<file path="src/rtl/mem_request_queue_pkg.sv">
// Shared request types for the parser-to-scheduler path and the queue's default sizing.
package mem_request_queue_pkg;

  typedef enum logic [1:0] {
    OP_READ   = 2'd0,
    OP_WRITE  = 2'd1,
    OP_IFETCH = 2'd2
  } parsed_op_t;

  localparam int QUEUE_DEPTH           = 16;
  localparam int DEFAULT_ADDRESS_WIDTH = 32;
  localparam int DEFAULT_AGE_WIDTH     = 8;

endpackage

</file>
<file path="src/rtl/mem_request_queue.sv">
// In-order request buffer between the trace parser and the DRAM command scheduler,
// exposing the oldest request together with how long it has been waiting.
module mem_request_queue
  import mem_request_queue_pkg::*;
#(
  parameter int ADDRESS_WIDTH = DEFAULT_ADDRESS_WIDTH,
  parameter int DEPTH         = QUEUE_DEPTH,
  parameter int AGE_WIDTH     = DEFAULT_AGE_WIDTH
) (
  input  logic                       clk,
  input  logic                       rst,
  input  logic                       op_ready_s,
  input  parsed_op_t                 opcode,
  input  logic [ADDRESS_WIDTH-1:0]   address,
  input  logic                       pop,
  output logic                       queue_full,
  output logic                       queue_empty,
  output logic                       head_valid,
  output parsed_op_t                 head_opcode,
  output logic [ADDRESS_WIDTH-1:0]   head_address,
  output logic [AGE_WIDTH-1:0]       head_age,
  output logic [$clog2(DEPTH):0]     occupancy,
  output logic                       overflow_err
);

  localparam int PTR_W = $clog2(DEPTH);
  localparam int CNT_W = PTR_W + 1;

  typedef struct packed {
    parsed_op_t                opcode;
    logic [ADDRESS_WIDTH-1:0]  address;
  } queue_entry_t;

  queue_entry_t          entries_q [DEPTH];
  logic [AGE_WIDTH-1:0]  age_q     [DEPTH];
  logic [AGE_WIDTH-1:0]  age_d     [DEPTH];
  logic [PTR_W-1:0]      wr_ptr_q, wr_ptr_d;
  logic [PTR_W-1:0]      rd_ptr_q, rd_ptr_d;
  logic [CNT_W-1:0]      count_q,  count_d;
  logic                  overflow_q, overflow_d;
  logic [DEPTH-1:0]      entry_valid;
  logic                  push_en, pop_en;

  // Full/empty come straight from registered occupancy, so a pop never frees room for a same-cycle push.
  assign queue_full  = (count_q == CNT_W'(DEPTH));
  assign queue_empty = (count_q == '0);
  assign head_valid  = !queue_empty;
  assign push_en     = op_ready_s && !queue_full;
  assign pop_en      = pop && head_valid;

  always_comb begin
    wr_ptr_d   = wr_ptr_q;
    rd_ptr_d   = rd_ptr_q;
    count_d    = count_q;
    overflow_d = overflow_q || (op_ready_s && queue_full);
    if (push_en) wr_ptr_d = wr_ptr_q + PTR_W'(1);
    if (pop_en)  rd_ptr_d = rd_ptr_q + PTR_W'(1);
    unique case ({push_en, pop_en})
      2'b10:   count_d = count_q + CNT_W'(1);
      2'b01:   count_d = count_q - CNT_W'(1);
      default: count_d = count_q;
    endcase
  end

  // An entry is live when its distance ahead of the read pointer is below the occupancy.
  always_comb begin
    entry_valid = '0;
    for (int i = 0; i < DEPTH; i++) begin
      logic [PTR_W-1:0] offset;
      offset         = PTR_W'(i) - rd_ptr_q;
      entry_valid[i] = ({1'b0, offset} < count_q);
    end
  end

  always_comb begin
    for (int i = 0; i < DEPTH; i++) begin
      age_d[i] = age_q[i];
      if (entry_valid[i] && (age_q[i] != '1)) age_d[i] = age_q[i] + AGE_WIDTH'(1);
      if (push_en && (wr_ptr_q == PTR_W'(i))) age_d[i] = '0;
    end
  end

  always_ff @(posedge clk) begin
    if (rst) begin
      wr_ptr_q   <= '0;
      rd_ptr_q   <= '0;
      count_q    <= '0;
      overflow_q <= 1'b0;
      for (int i = 0; i < DEPTH; i++) age_q[i] <= '0;
    end else begin
      wr_ptr_q   <= wr_ptr_d;
      rd_ptr_q   <= rd_ptr_d;
      count_q    <= count_d;
      overflow_q <= overflow_d;
      for (int i = 0; i < DEPTH; i++) age_q[i] <= age_d[i];
    end
  end

  // Payload storage needs no reset: occupancy alone decides what is visible.
  always_ff @(posedge clk) begin
    if (!rst && push_en) begin
      entries_q[wr_ptr_q].opcode  <= opcode;
      entries_q[wr_ptr_q].address <= address;
    end
  end

  always_comb begin
    head_opcode  = OP_READ;
    head_address = '0;
    head_age     = '0;
    if (head_valid) begin
      head_opcode  = entries_q[rd_ptr_q].opcode;
      head_address = entries_q[rd_ptr_q].address;
      head_age     = age_q[rd_ptr_q];
    end
  end

  assign occupancy    = count_q;
  assign overflow_err = overflow_q;

endmodule

</file>
<file path="config.mk">
export PLATFORM = sky130hd
export DESIGN_NAME = mem_request_queue
export DESIGN_NICKNAME = d
export VERILOG_FILES = /design/src/rtl/mem_request_queue_pkg.sv /design/src/rtl/mem_request_queue.sv
export SDC_FILE = /design/constraint.sdc
export NUM_CORES = 1
export LEC_CHECK = 0
export BUFFER_PORTS_ARGS = -buffer_cell sky130_fd_sc_hd__buf_2
export CORE_MARGIN = 5
export CORE_UTILIZATION = 30
export CTS_CLUSTER_SIZE = 25
export DETAILED_ROUTE_END_ITERATION = 10
export HOLD_SLACK_MARGIN = 0.1
export PLACE_DENSITY = 0.4
export SKIP_CTS_REPAIR_TIMING = 1
export SLEW_MARGIN = 20
export SYNTH_ARGS = -nofsm -noshare
export SYNTH_HDL_FRONTEND = slang
export SYNTH_SLANG_ARGS = --single-unit
</file>
<file path="constraint.sdc">
create_clock -name clk -period 11.5 [get_ports clk]
set_input_delay 0.575 -clock clk [delete_from_list [all_inputs] [get_ports clk]]
set_output_delay 0.575 -clock clk [all_outputs]
set_load 0.03 [all_outputs]
</file>
### Word-level counts from Yosys, hierarchy flattened

Memory sizes are Yosys's and may differ from the RTL's. A register that Yosys moved wholly into a read port is not among the register bits.
Index checks and enable logic that the tools add are counted.

* memories kept: 2
* logic and storage cells: 212
* bits in writable memories: 672
* register bits: 14

* reduce and logical (&&, ||, !) cells: 43
* equal/unequal tests: 34
* magnitude comparators: 16
* multiplexer cells: 61
* bitwise gates (word level): 16
* $add $sub $neg: 36

Memory list
* entries_q: depth 16, width 34, read ports 1, clocked after Yosys merged registers in 1, write ports 1, RTL line mem_request_queue.sv:34 `queue_entry_t entries_q [DEPTH];`
* age_q: depth 16, width 8, read ports 17, clocked after Yosys merged registers in 1, write ports 16, RTL line mem_request_queue.sv:35 `logic [AGE_WIDTH-1:0] age_q [DEPTH];`

Operators by type and width (number)
* $mux W8: 49
* $add A8 B1 Y8 const B: 16
* $ne A8 B8 Y1 const B: 16
* $lt A4 B5 Y1: 16
* $logic_and A1 B1 Y1: 36
* $eq A4 B4 Y1 const B: 8
* $mux W32: 1
* $sub A4 B4 Y4 const A: 8
* $eq A4 B3 Y1 const B: 4
* $mux W4: 4
* $or A1 B1 Y1: 16
* $sub A3 B4 Y4 const A: 4
* $pmux W5 S2: 1
* $add A4 B1 Y4 const B: 2
* $eq A4 B2 Y1 const B: 2
* $sub A1 B4 Y4 const A: 2
* $sub A2 B4 Y4 const A: 2
* $add A5 B1 Y5 const B: 1
* $eq A5 B5 Y1 const B: 1
* $logic_not A5 Y1: 1
* $mux W1: 5
* $sub A5 B1 Y5 const B: 1
* $eq A4 B1 Y1 const B: 1
* $logic_not A4 Y1: 1
* 6 further kinds: 8

### Logic depth before layout (Yosys ltp)

Gate-level depths: netlist of the first run.

* depth after elaboration: 6
* mapped depth: 15
* mapped depth without buffers: 13

### Worst setup path after synthesis of the first run

OpenSTA, ideal clock, no wires.

* path type: register to register
* start point: register count_q[2] (netlist: occupancy[2])
* end point: memory entries_q[10][0] (netlist name), enable pin
* data required time: 11033 ps
* cell stages (with the launch flop): 8
* library setup time: 467 ps
* clock period less this slack: 4305 ps
* setup slack: 7195 ps
* arrival time: 3838 ps
* path through: dfxtp_1 > buf_2 > or4_4 > nor2_4 > nor2_2 > buf_2 > nand2_1 > nor3_1

* cells in the longest elaborated chain, start to end: 6

Ends and longest elaborated chain
* from (decl): RTL line mem_request_queue.sv:39 `logic [CNT_W-1:0] count_q, count_d;`
* from (signal assigned): RTL line mem_request_queue.sv:93 `count_q <= count_d;`
* $eq A5 B5 Y1: RTL line mem_request_queue.sv:45 `assign queue_full = (count_q == CNT_W'(DEPTH));`
* named net queue_full: RTL line mem_request_queue.sv:16 `output logic queue_full,`
* $logic_not A1 Y1: RTL line mem_request_queue.sv:48 `assign push_en = op_ready_s && !queue_full;`
* $logic_and A1 B1 Y1: RTL line mem_request_queue.sv:48
* $logic_and A1 B1 Y1: RTL line mem_request_queue.sv:101 `if (!rst && push_en) begin`
* $mux W1: RTL line mem_request_queue.sv:101
* $mux W1 (not written as such): RTL line mem_request_queue.sv:103 `entries_q[wr_ptr_q].address <= address;`
* to (decl): RTL line mem_request_queue.sv:34

The timed path passes the listed nets, and every way through them passes these cells.

==> results of run 1 <==
-- sequential cells by signal (all words and copies together) (netlist names), named ones only --
register	flops
rd_ptr_q	4
wr_ptr_q	4
entries_q	544
overflow_err	1
age_q	128
occupancy	5
-- cell families after synthesis --
kind of cell,share of synthesized area
DFF,0.6568
and+or+nand+nor,0.07596
buffers and inverters,0.01374
muxes,0.1685
xor gates and xnor gates,0.03435
adders and majority gates,0.02432
AOI/OAI and AO/OA,0.02637
-- routing by layer --
layer | share of wire | track usage | routed length (um)
met4 | 0.027 | 0.04526 | 2117
met2 | 0.48 | 0.2528 | 38370
met3 | 0.035 | 0.02409 | 2787
met1 | 0.46 | 0.2107 | 36250
met5 | 0.00067 | 0 | 53
-- metrics by stage --
step / instances / util
after CTS: 3201 / 0.3513
after floorplan: 1735 / -
after global routing: 3202 / 0.3516
final: 3203 / 0.3516
after global placement: 3057 / 0.3241
after detailed placement: 3057 / 0.3241
-- power by group through the flow --
| stage | sequential, uW | combinational [uW] | clock [uW] |
|---|---|---|---|
| 2_1_floorplan | 2880 | 1310 | 0 |
| 3_3_place_gp | 2940 | 1830 | 0 |
| 3_5_place_dp | 2940 | 1850 | 0 |
| 4_1_cts | 2890 | 1850 | 2630 |
| 5_1_grt | 2890 | 2000 | 2730 |
| 6_report | 2880 | 1820 | 2540 |
-- synthesized netlist by cell type, drive strengths merged, types with 21 or more instances --
cell type and count:
edfxtp 544, nand4 40, xor2 87, a21oi 32, nand2 40, ha 57
inv 31, and3 28, xnor2 28, mux2i 21, buf 23, mux4 210
nor2b 66, nor2 149, dfxtp 146, nand3 47, clkbuf 46
-- worst max-delay path: cells and delay by family, from the launching register on --
kind	cells	cell delay, ps
buffers and inverters	3	2100
multiplexers	2	880
flip-flops	1	750
AND/OR/NAND/NOR	1	210
-- area by class of cell --
class	instances	area [um^2]	area share
diodes	1	2.502	0.00007349
clock buffers	92	2110	0.06195
clock inverters	52	529.3	0.01554
inverters	31	116.4	0.003417
multi-input cells	945	9758	0.2866
flip-flops and latches	690	19270	0.5660
well taps	1276	1597	0.04688
repair buffers	116	666.9	0.01958
-- worst paths after layout --
kind | from | endpoint | depth (start not counted)
worst max-delay path | flop | head_opcode[1] | 6
worst min-delay path | op_ready_s | overflow_err$_SDFF_PP0_ | 3
worst max register to register | occupancy[0]$_SDFFE_PP0P_ | occupancy[4]$_SDFFE_PP0P_ | 12
worst min register to register | overflow_err$_SDFF_PP0_ | overflow_err$_SDFF_PP0_ | 2
==> metrics.md, run 1 <==
| Metric | Value |
|---|---|
| Relative slew slack | 0.2763 |
| P_sw | 2313 uW |
| Via-to-Cell Ratio | 4.973 |
| Layout cells sized above 1 | 0.2555 |
| DIE WIDTH | 322.6 um |
| Synth async-reset ratio | 0 |
| VDD IR max | 213.7 uV |
| Die Y | 322.6 um |
| First-pass GRT wire length | 116700 um |
| Worst Skew | 27.00 ps |
| Distinct cell type count after synthesis | 53 |
| Clk pwr share | 0.351 |
| GR Overflow Total | 0 |
| Root Buffer | clkbuf_16 |
| Commonest non-fill, non-tap cell in the layout | edfxtp_1 |
| Setup TNS | 0 ps |
| Critical path class | reg2out |
| DP Worst Slack | 6709 ps |
| Crit path DAT | 4740 ps |
| MaxCap Viol Count | 0 |
| Yosys top cell area share | 0.5571 |
| Dominant cell type by area after synthesis | edfxtp_1 |
| Max incr delay on CP | 960 ps |
| Avg Cell Area, Syn | 16.90 um^2 |
| GRT Overall Usage | 0.1532 |
| Synth Cell Area | 29320 um^2 |
| HPWL after detailed placement | 43200 um |
| CTS buffer count | 81 |
| Initial core utilization | 0.3028 |
| Pre-antenna DRT Iters | 5 |
| Switching share of power | 0.3193 |
| Layout area overhead | 16.13% |
| Post-synth EDFFs | 544 |
| Core Region | 96850 um^2 |
| Ports | 89 |
| Largest net degree at the start of global routing | 67 |
| Flop pwr share | 0.397 |
| Clock sinks | 690 |
| 1st-iter DRT viols | 1092 |
| Slowest stage cell, crit path | buf_4 |
| Residual DRC | 0 |
| Register area share after synthesis | 0.6568 |
| Placed cell area | 31390 um^2 |
| Antenna violations before repair | 7 |
| Fin nets | 1960 |
| Synth warn | 0 |
| Number of global-route vias before repair | 16510 |
| CP cell instances | buf_4 > buf_4 > mux4_2 > mux4_2 > nor2b_1 > buf_2 |
| Final setup fails | 0 |
| Tmin final | 5311 ps |
| Post-Layout Inst Area | 34050 um^2 |
| CTS tree | yes |
| Top cells by area, synth | edfxtp_1 (56%), mux4_2 (16%), dfxtp_1 (10%) |
| Leakage power | 0.01100 uW |
| Internal | 4930 uW |
| Max-slew violations | 0 |
| Worst setup EP type | output pin |
| Crit share post-route | 0.4619 |
| Prevailing post-synth register cell | edfxtp_1 |
| #FFs+latches synth | 690 |
| Worst reg-to-reg setup slack | 7890 ps |
| Via Count | 15930 |
| Final hold vios | 0 |
| Gate power share | 0.252 |
| RD Place Congestion | 0.7576 |
| DRT antenna net count | 0 |
| Site Rows | 114 |
| Clock Latency Late Sink | 660 ps |
| Worst-path clk slew | 60 ps |
| PortBufs | 88 |
| Hold_ws | 234.8 ps |
| Min-Delay Path Class | in2reg |
| Total wire length | 79580 um |
| Die area | 104100 um^2 |
| Power consumption | 7243 uW |
| Worst-path fanout max | 66 |
| CP required | 10930 ps |
| Fillers | 9137 |
| Startpoint types | flop |
| CTS Buffer Depth | 3 |
| PD cells | 212.7 nW/um^2 |
| Cell count after synthesis | 1735 |
| # H-tree levels | 3 |
| Worst setup margin | 6189 ps |
| RSZ-0062 raised after global routing | no |
| Leading cell types in the layout, fill and taps excluded | edfxtp_1 (544), mux4_2 (210), nor2_1 (142), dfxtp_1 (142), buf_2 (88) |
| Actual slew at the worst max-slew pin | 1086 ps |
| Outcome | finished, final reports clean |
| Routed WL per cell | 24.85 um |
| Syn_nets | 1830 |
| Maximum clock frequency | 188.3 MHz |
Power figures use the tool's default switching activity.
==> inputs of run 2 (changes only) <==
==> constraint.sdc (replaced) <==
create_clock -name clk -period 4.95 [get_ports clk]
set_input_delay 0.2475 -clock clk [delete_from_list [all_inputs] [get_ports clk]]
set_output_delay 0.2475 -clock clk [all_outputs]
set_load 0.03 [all_outputs]
==> metrics.md, run 2 (same netlist as run 1, synthesis figures left out) <==
| Metric | Value |
|---|---|
| Outcome | finished, final reports clean (unchanged) |
| Largest net degree at the start of global routing | 58 (was 67) |
| Max incr delay on CP | 870 ps (was 960 ps) |
| Worst reg-to-reg setup slack | 1640 ps (was 7890 ps) |
| Fin nets | 2010 (was 1960) |
| CP cell instances | buf_4 > mux4_2 > mux4_2 > nor2b_1 > buf_2 (was buf_4 > buf_4 > mux4_2 > mux4_2 > nor2b_1 > buf_2) |
| Crit path DAT | 3390 ps (was 4740 ps) |
| Critical path class | reg2out (unchanged) |
| DIE WIDTH | 322.6 um (unchanged) |
| HPWL after detailed placement | 46670 um (was 43200 um) |
| Antenna violations before repair | 3 (was 7) |
| Leading cell types in the layout, fill and taps excluded | edfxtp_1 (544), mux4_2 (210), nor2_1 (142), dfxtp_1 (142), buf_2 (88) (unchanged) |
| Die Y | 322.6 um (unchanged) |
| Via-to-Cell Ratio | 4.940 (was 4.973) |
| Total wire length | 77240 um (was 79580 um) |
| Setup TNS | 0 ps (unchanged) |
| Placed cells | 3071 (was 3057) |
| Startpoint types | flop (unchanged) |
| GR Overflow Total | 0 (unchanged) |
| Final hold vios | 0 (unchanged) |
| CTS buffer count | 81 (unchanged) |
| Leakage power | 0.01127 uW (was 0.01100 uW) |
| Worst setup EP type | output pin (unchanged) |
| Final setup fails | 0 (unchanged) |
| RD Place Congestion | 0.7772 (was 0.7576) |
| Number of global-route vias before repair | 16750 (was 16510) |
| Multi-input logic area | 9758 um^2 (unchanged) |
| Worst Skew | 27.59 ps (was 27.00 ps) |
| Sequential Area | 19270 um^2 (unchanged) |
| # H-tree levels | 3 (unchanged) |
| PD cells | 491.6 nW/um^2 (was 212.7 nW/um^2) |
| RSZ-0062 raised after global routing | no (unchanged) |
| Residual DRC | 0 (unchanged) |
| Actual slew at the worst max-slew pin | 1021 ps (was 1086 ps) |
| CTS Buffer Depth | 3 (unchanged) |
| M1 WL | 35090 um (was 36250 um) |
| Layout Cells excl Fill | 3258 (was 3203) |
| DRT antenna net count | 0 (unchanged) |
| Relative slew slack | 0.3193 (was 0.2763) |
| Routed WL per cell | 23.71 um (was 24.85 um) |
| Met3 routed WL | 2204 um (was 2787 um) |
| Clock Latency Late Sink | 650 ps (was 660 ps) |
| Ports | 89 (unchanged) |
| Layout area overhead | 18.20% (was 16.13%) |
| Pre-antenna DRT Iters | 4 (was 5) |
| Die area | 104100 um^2 (unchanged) |
| Tmin final | 3641 ps |
| GRT Overall Usage | 0.1486 (was 0.1532) |
| Maximum clock frequency | 274.7 MHz |
| Crit share post-route | 0.7355 |
| Worst-path fanout max | 30 (was 66) |
| Core Region | 96850 um^2 (unchanged) |
| Layout cells sized above 1 | 0.2554 (was 0.2555) |
| Top reg by flops | entries_q (unchanged) |
| Site Rows | 114 (unchanged) |
| CP required | 4700 ps (was 10930 ps) |
| Metal2 WL | 38030 um (was 38370 um) |
| Critical path buffers and inverters | 2 (was 3) |
| CP most frequent cell | mux4_2 |
| Slowest stage cell, crit path | dfxtp_4 (was buf_4) |
| Placed cell area | 31610 um^2 (was 31390 um^2) |
| Commonest non-fill, non-tap cell in the layout | edfxtp_1 (unchanged) |
| Min-Delay Path Class | in2reg (unchanged) |
| First-pass GRT wire length | 114800 um (was 116700 um) |
| Fillers | 9149 (was 9137) |
| 1st-iter DRT viols | 995 (was 1092) |
| Post-Layout Inst Area | 34660 um^2 (was 34050 um^2) |
| Via Count | 16090 (was 15930) |
| Worst-path clk slew | 50 ps (was 60 ps) |
| Max-slew violations | 0 (unchanged) |
| Max reg flops | 544 (unchanged) |
| Top cell family by delay on the critical path | multiplexers (was buffers and inverters) |
| Clock sinks | 690 (unchanged) |
| CTS tree | yes (unchanged) |
| Top Layer Used | met4 (was met5) |
| MaxCap Viol Count | 0 (unchanged) |
| Root Buffer | clkbuf_16 (unchanged) |
| VDD IR max | 305.3 uV (was 213.7 uV) |
| Initial core utilization | 0.3028 (unchanged) |
| PortBufs | 88 (unchanged) |
run 2: routing by layer:
layer  track usage  up-vias
li1              -     7249
met1        0.2007     8495
met2        0.2517      234
met3       0.02359      116
met4       0.03947        0
met5             0        -
run 2: final cells by class:
| class | count | share of cell area |
|---|---|---|
| clock buffers | 97 | 0.06141 |
| repair buffers | 166 | 0.03560 |
| multi-input cells | 945 | 0.2816 |
| inverters | 31 | 0.003358 |
| well taps | 1276 | 0.04607 |
| diodes | 1 | 0.00007220 |
| flip-flops and latches | 690 | 0.5561 |
| clock inverters | 52 | 0.01581 |
run 2: worst paths after layout:
check                                    to  depth (start not counted)                       from
setup / recovery                head_age[5]                          5                       flop
hold / removal    occupancy[3]$_SDFFE_PP0P_                          5                        pop
setup reg to reg  occupancy[4]$_SDFFE_PP0P_                         12  occupancy[0]$_SDFFE_PP0P_
hold reg to reg    age_q[9][7]$_SDFFE_PP0P_                          2   age_q[9][7]$_SDFFE_PP0P_
run 2: tightest hold or removal path: cells and delay by family:
| kind | cells | cell delay (ps) |
|---|---|---|
| buf+inv | 1 | 130 |
| xor+xnor | 1 | 130 |
| simple gates | 2 | 120 |
| compound gates | 1 | 70 |
run 2: through the flow:
| step | util | hold slack (ps) | power [uW] | setup slack [ps] |
|---|---|---|---|---|
| 2_1_floorplan | - | 346.4 | 9726 | 645.0 |
| 3_5_place_dp | 0.3264 | 460.8 | 11280 | 1619 |
| 4_1_cts | 0.3540 | -126.6 | 17350 | 1165 |
| 3_3_place_gp | 0.3259 | 454.6 | 11180 | 1694 |
| 5_1_grt | 0.3578 | 124.3 | 17910 | 1099 |
| 6_report | 0.3578 | 119.2 | 17040 | 1309 |
run 2: power by group:
group          leakage [uW]  switching [uW]  internal, uW
combinational       0.00388            2620          1740
sequential          0.00608             280          6430
clock               0.00131            2460          3510
==> inputs of run 3 (changes only) <==
--- a/config.mk
+++ b/config.mk
@@ -11,7 +11,7 @@
 export CTS_CLUSTER_SIZE = 25
 export DETAILED_ROUTE_END_ITERATION = 10
 export HOLD_SLACK_MARGIN = 0.1
-export PLACE_DENSITY = 0.4
+export PLACE_DENSITY = 0.42
 export SKIP_CTS_REPAIR_TIMING = 1
 export SLEW_MARGIN = 20
 export SYNTH_ARGS = -nofsm -noshare
==> constraint.sdc (replaced) <==
create_clock -name clk -period 2.93 [get_ports clk]
set_input_delay 0.1465 -clock clk [delete_from_list [all_inputs] [get_ports clk]]
set_output_delay 0.1465 -clock clk [all_outputs]
set_load 0.03 [all_outputs]
==> metrics.md, run 3 (same netlist as run 1, synthesis figures left out) <==
| Metric | Value |
|---|---|
| DRT antenna net count | 0 (unchanged) |
| Leakage power | 0.01169 uW (was 0.01127 uW) |
| 1st-iter DRT viols | 1179 (was 995) |
| P_sw | 9199 uW (was 5365 uW) |
| Largest net degree at the start of global routing | 54 (was 58) |
| MaxCap Viol Count | 0 (unchanged) |
| PortBufs | 88 (unchanged) |
| Leading cell types in the layout, fill and taps excluded | edfxtp_1 (544), mux4_2 (210), nor2_1 (142) (was edfxtp_1 (544), mux4_2 (210), nor2_1 (142), dfxtp_1 (142), buf_2 (88)) |
| CP most frequent cell | mux4_2 (unchanged) |
| Total wire length | 79910 um (was 77240 um) |
| Worst-path fanout max | 15 (was 30) |
| Internal | 19960 uW (was 11670 uW) |
| GR Overflow Total | 0 (unchanged) |
| Min-Delay Path Class | in2reg (unchanged) |
| DIE WIDTH | 322.6 um (unchanged) |
| Tmin final | 2999 ps |
| Switching share of power | 0.3154 (was 0.3149) |
| Ports | 89 (unchanged) |
| CP required | 2780 ps (was 4700 ps) |
| RD Place Congestion | 0.7821 (was 0.7772) |
| VDD IR max | 798.4 uV (was 305.3 uV) |
| Root Buffer | clkbuf_16 (unchanged) |
| Hold Path Depth | 2 (was 5) |
| CTS tree | yes (unchanged) |
| Clk pwr share | 0.330 (was 0.350) |
| Number of global-route vias before repair | 16970 (was 16750) |
| Clock sinks | 690 (unchanged) |
| Layout Cells excl Fill | 3309 (was 3258) |
| Worst setup margin | -68.78 ps (was 1309 ps) |
| # H-tree levels | 3 (unchanged) |
| GRT Overall Usage | 0.1508 (was 0.1486) |
| Commonest non-fill, non-tap cell in the layout | edfxtp_1 (unchanged) |
| Actual slew at the worst max-slew pin | 961.1 ps (was 1021 ps) |
| Layout area overhead | 21.05% (was 18.20%) |
| Placed cell area | 32140 um^2 (was 31610 um^2) |
| Outcome | finished with violations (was finished, final reports clean) |
| Max incr delay on CP | 490 ps (was 870 ps) |
| Layout cells sized above 1 | 0.2754 (was 0.2554) |
| Residual DRC | 0 (unchanged) |
| Power consumption | 29160 uW (was 17040 uW) |
| Final hold vios | 0 (unchanged) |
| Via Count | 16500 (was 16090) |
| Maximum clock frequency | 333.5 MHz |
| Flop pwr share | 0.383 (was 0.394) |
| Die Y | 322.6 um (unchanged) |
| Crit share post-route | 1.023 |
| Gate power share | 0.287 (was 0.256) |
| Worst Skew | 17.61 ps (was 27.59 ps) |
| Worst setup EP type | output pin (unchanged) |
| Routed WL per cell | 24.15 um (was 23.71 um) |
| Slowest stage cell, crit path | mux4_2 (was dfxtp_4) |
| Top reg by flops | entries_q (unchanged) |
| Final setup fails | 19 (was 0) |
| Pre-antenna DRT Iters | 5 (was 4) |
| CP cell instances | buf_12 > buf_4 > mux4_2 > mux4_2 > nor2b_1 > buf_2 (was buf_4 > mux4_2 > mux4_2 > nor2b_1 > buf_2) |
| Max-slew violations | 0 (unchanged) |
| CTS Buffer Depth | 3 (unchanged) |
| Via-to-Cell Ratio | 4.985 (was 4.940) |
| Max reg flops | 544 (unchanged) |
| Initial core utilization | 0.3028 (unchanged) |
| Worst-path clk slew | 50 ps (about the same) |
| RSZ-0062 raised after global routing | yes (was no) |
| Placed cells | 3103 (was 3071) |
| Site Rows | 114 (unchanged) |
| Startpoint types | flop (unchanged) |
| CTS buffer count | 81 (unchanged) |
| First-pass GRT wire length | 116400 um (was 114800 um) |
| Failing checks | setup timing |
| Die area | 104100 um^2 (unchanged) |
| Antenna violations before repair | 4 (was 3) |
| Core Region | 96850 um^2 (unchanged) |
| PD cells | 821.6 nW/um^2 (was 491.6 nW/um^2) |
| Critical path class | reg2out (unchanged) |
| Fin nets | 2065 (was 2010) |
| Worst R2R Path Depth | 12 (unchanged) |
| Crit path DAT | 2850 ps (was 3390 ps) |
| Clock Latency Late Sink | 630 ps (was 650 ps) |
| Post-Layout Inst Area | 35490 um^2 (was 34660 um^2) |
| Relative slew slack | 0.3580 (was 0.3193) |
| HPWL after detailed placement | 46370 um (was 46670 um) |
[run 3: layer usage]
| layer | GRT usage | share of wire |
|---|---|---|
| met1 | 0.2031 | 0.45 |
| met5 | 0 | 0.00016 |
| met3 | 0.02692 | 0.035 |
| met2 | 0.2559 | 0.50 |
| met4 | 0.03619 | 0.019 |
[run 3: through the flow]
stage	hold slack, ps	setup slack (ps)	setup TNS [ps]	util
floorplan	245.4	-195.1	-37860	-
global placement	444.1	170.0	0	0.3318
detailed placement	454.4	122.6	0	0.3318
CTS	-218.7	-281.4	-7405	0.3579
global route	429.9	-138.6	-4011	0.3665
finish	433.6	-68.78	-593.4	0.3665
[run 3: worst paths after layout]
kind	startpoint	to	slack, ps
max	flop	head_address[31]	-70
min	address[0]	entries_q[1][0]$_DFFE_PP_	430
max reg2reg	occupancy[2]$_SDFFE_PP0P_	occupancy[4]$_SDFFE_PP0P_	180
min reg2reg	age_q[0][6]$_SDFFE_PP0P_	age_q[0][6]$_SDFFE_PP0P_	510
[run 3: critical path, delay by kind of cell, from the launching register on]
family | cells | cell delay [ps]
AND/OR/NAND/NOR | 1 | 260
flip-flops | 1 | 400
buffers and inverters | 3 | 580
multiplexers | 2 | 970
[run 3: area by class of cell]
class / instances / area (um^2)
well taps: 1276 / 1597
flip-flops and latches: 690 / 19280
repair buffers: 221 / 2106
multi-input cells: 945 / 9861
diodes: 3 / 7.507
clock buffers: 105 / 2178
clock inverters: 38 / 344.1
inverters: 31 / 116.4
fillers: 9067 / 61360
[run 3: power by group through the flow]
stage                     Combinational [uW]  Clock, uW  Sequential, uW
after detailed placement                8000          0           11400
after floorplan                         5170          0           11300
after global placement                  7940          0           11400
after global routing                    9060      10400           11200
after CTS                               8050       9960           11200
final                                   8370       9630           11200
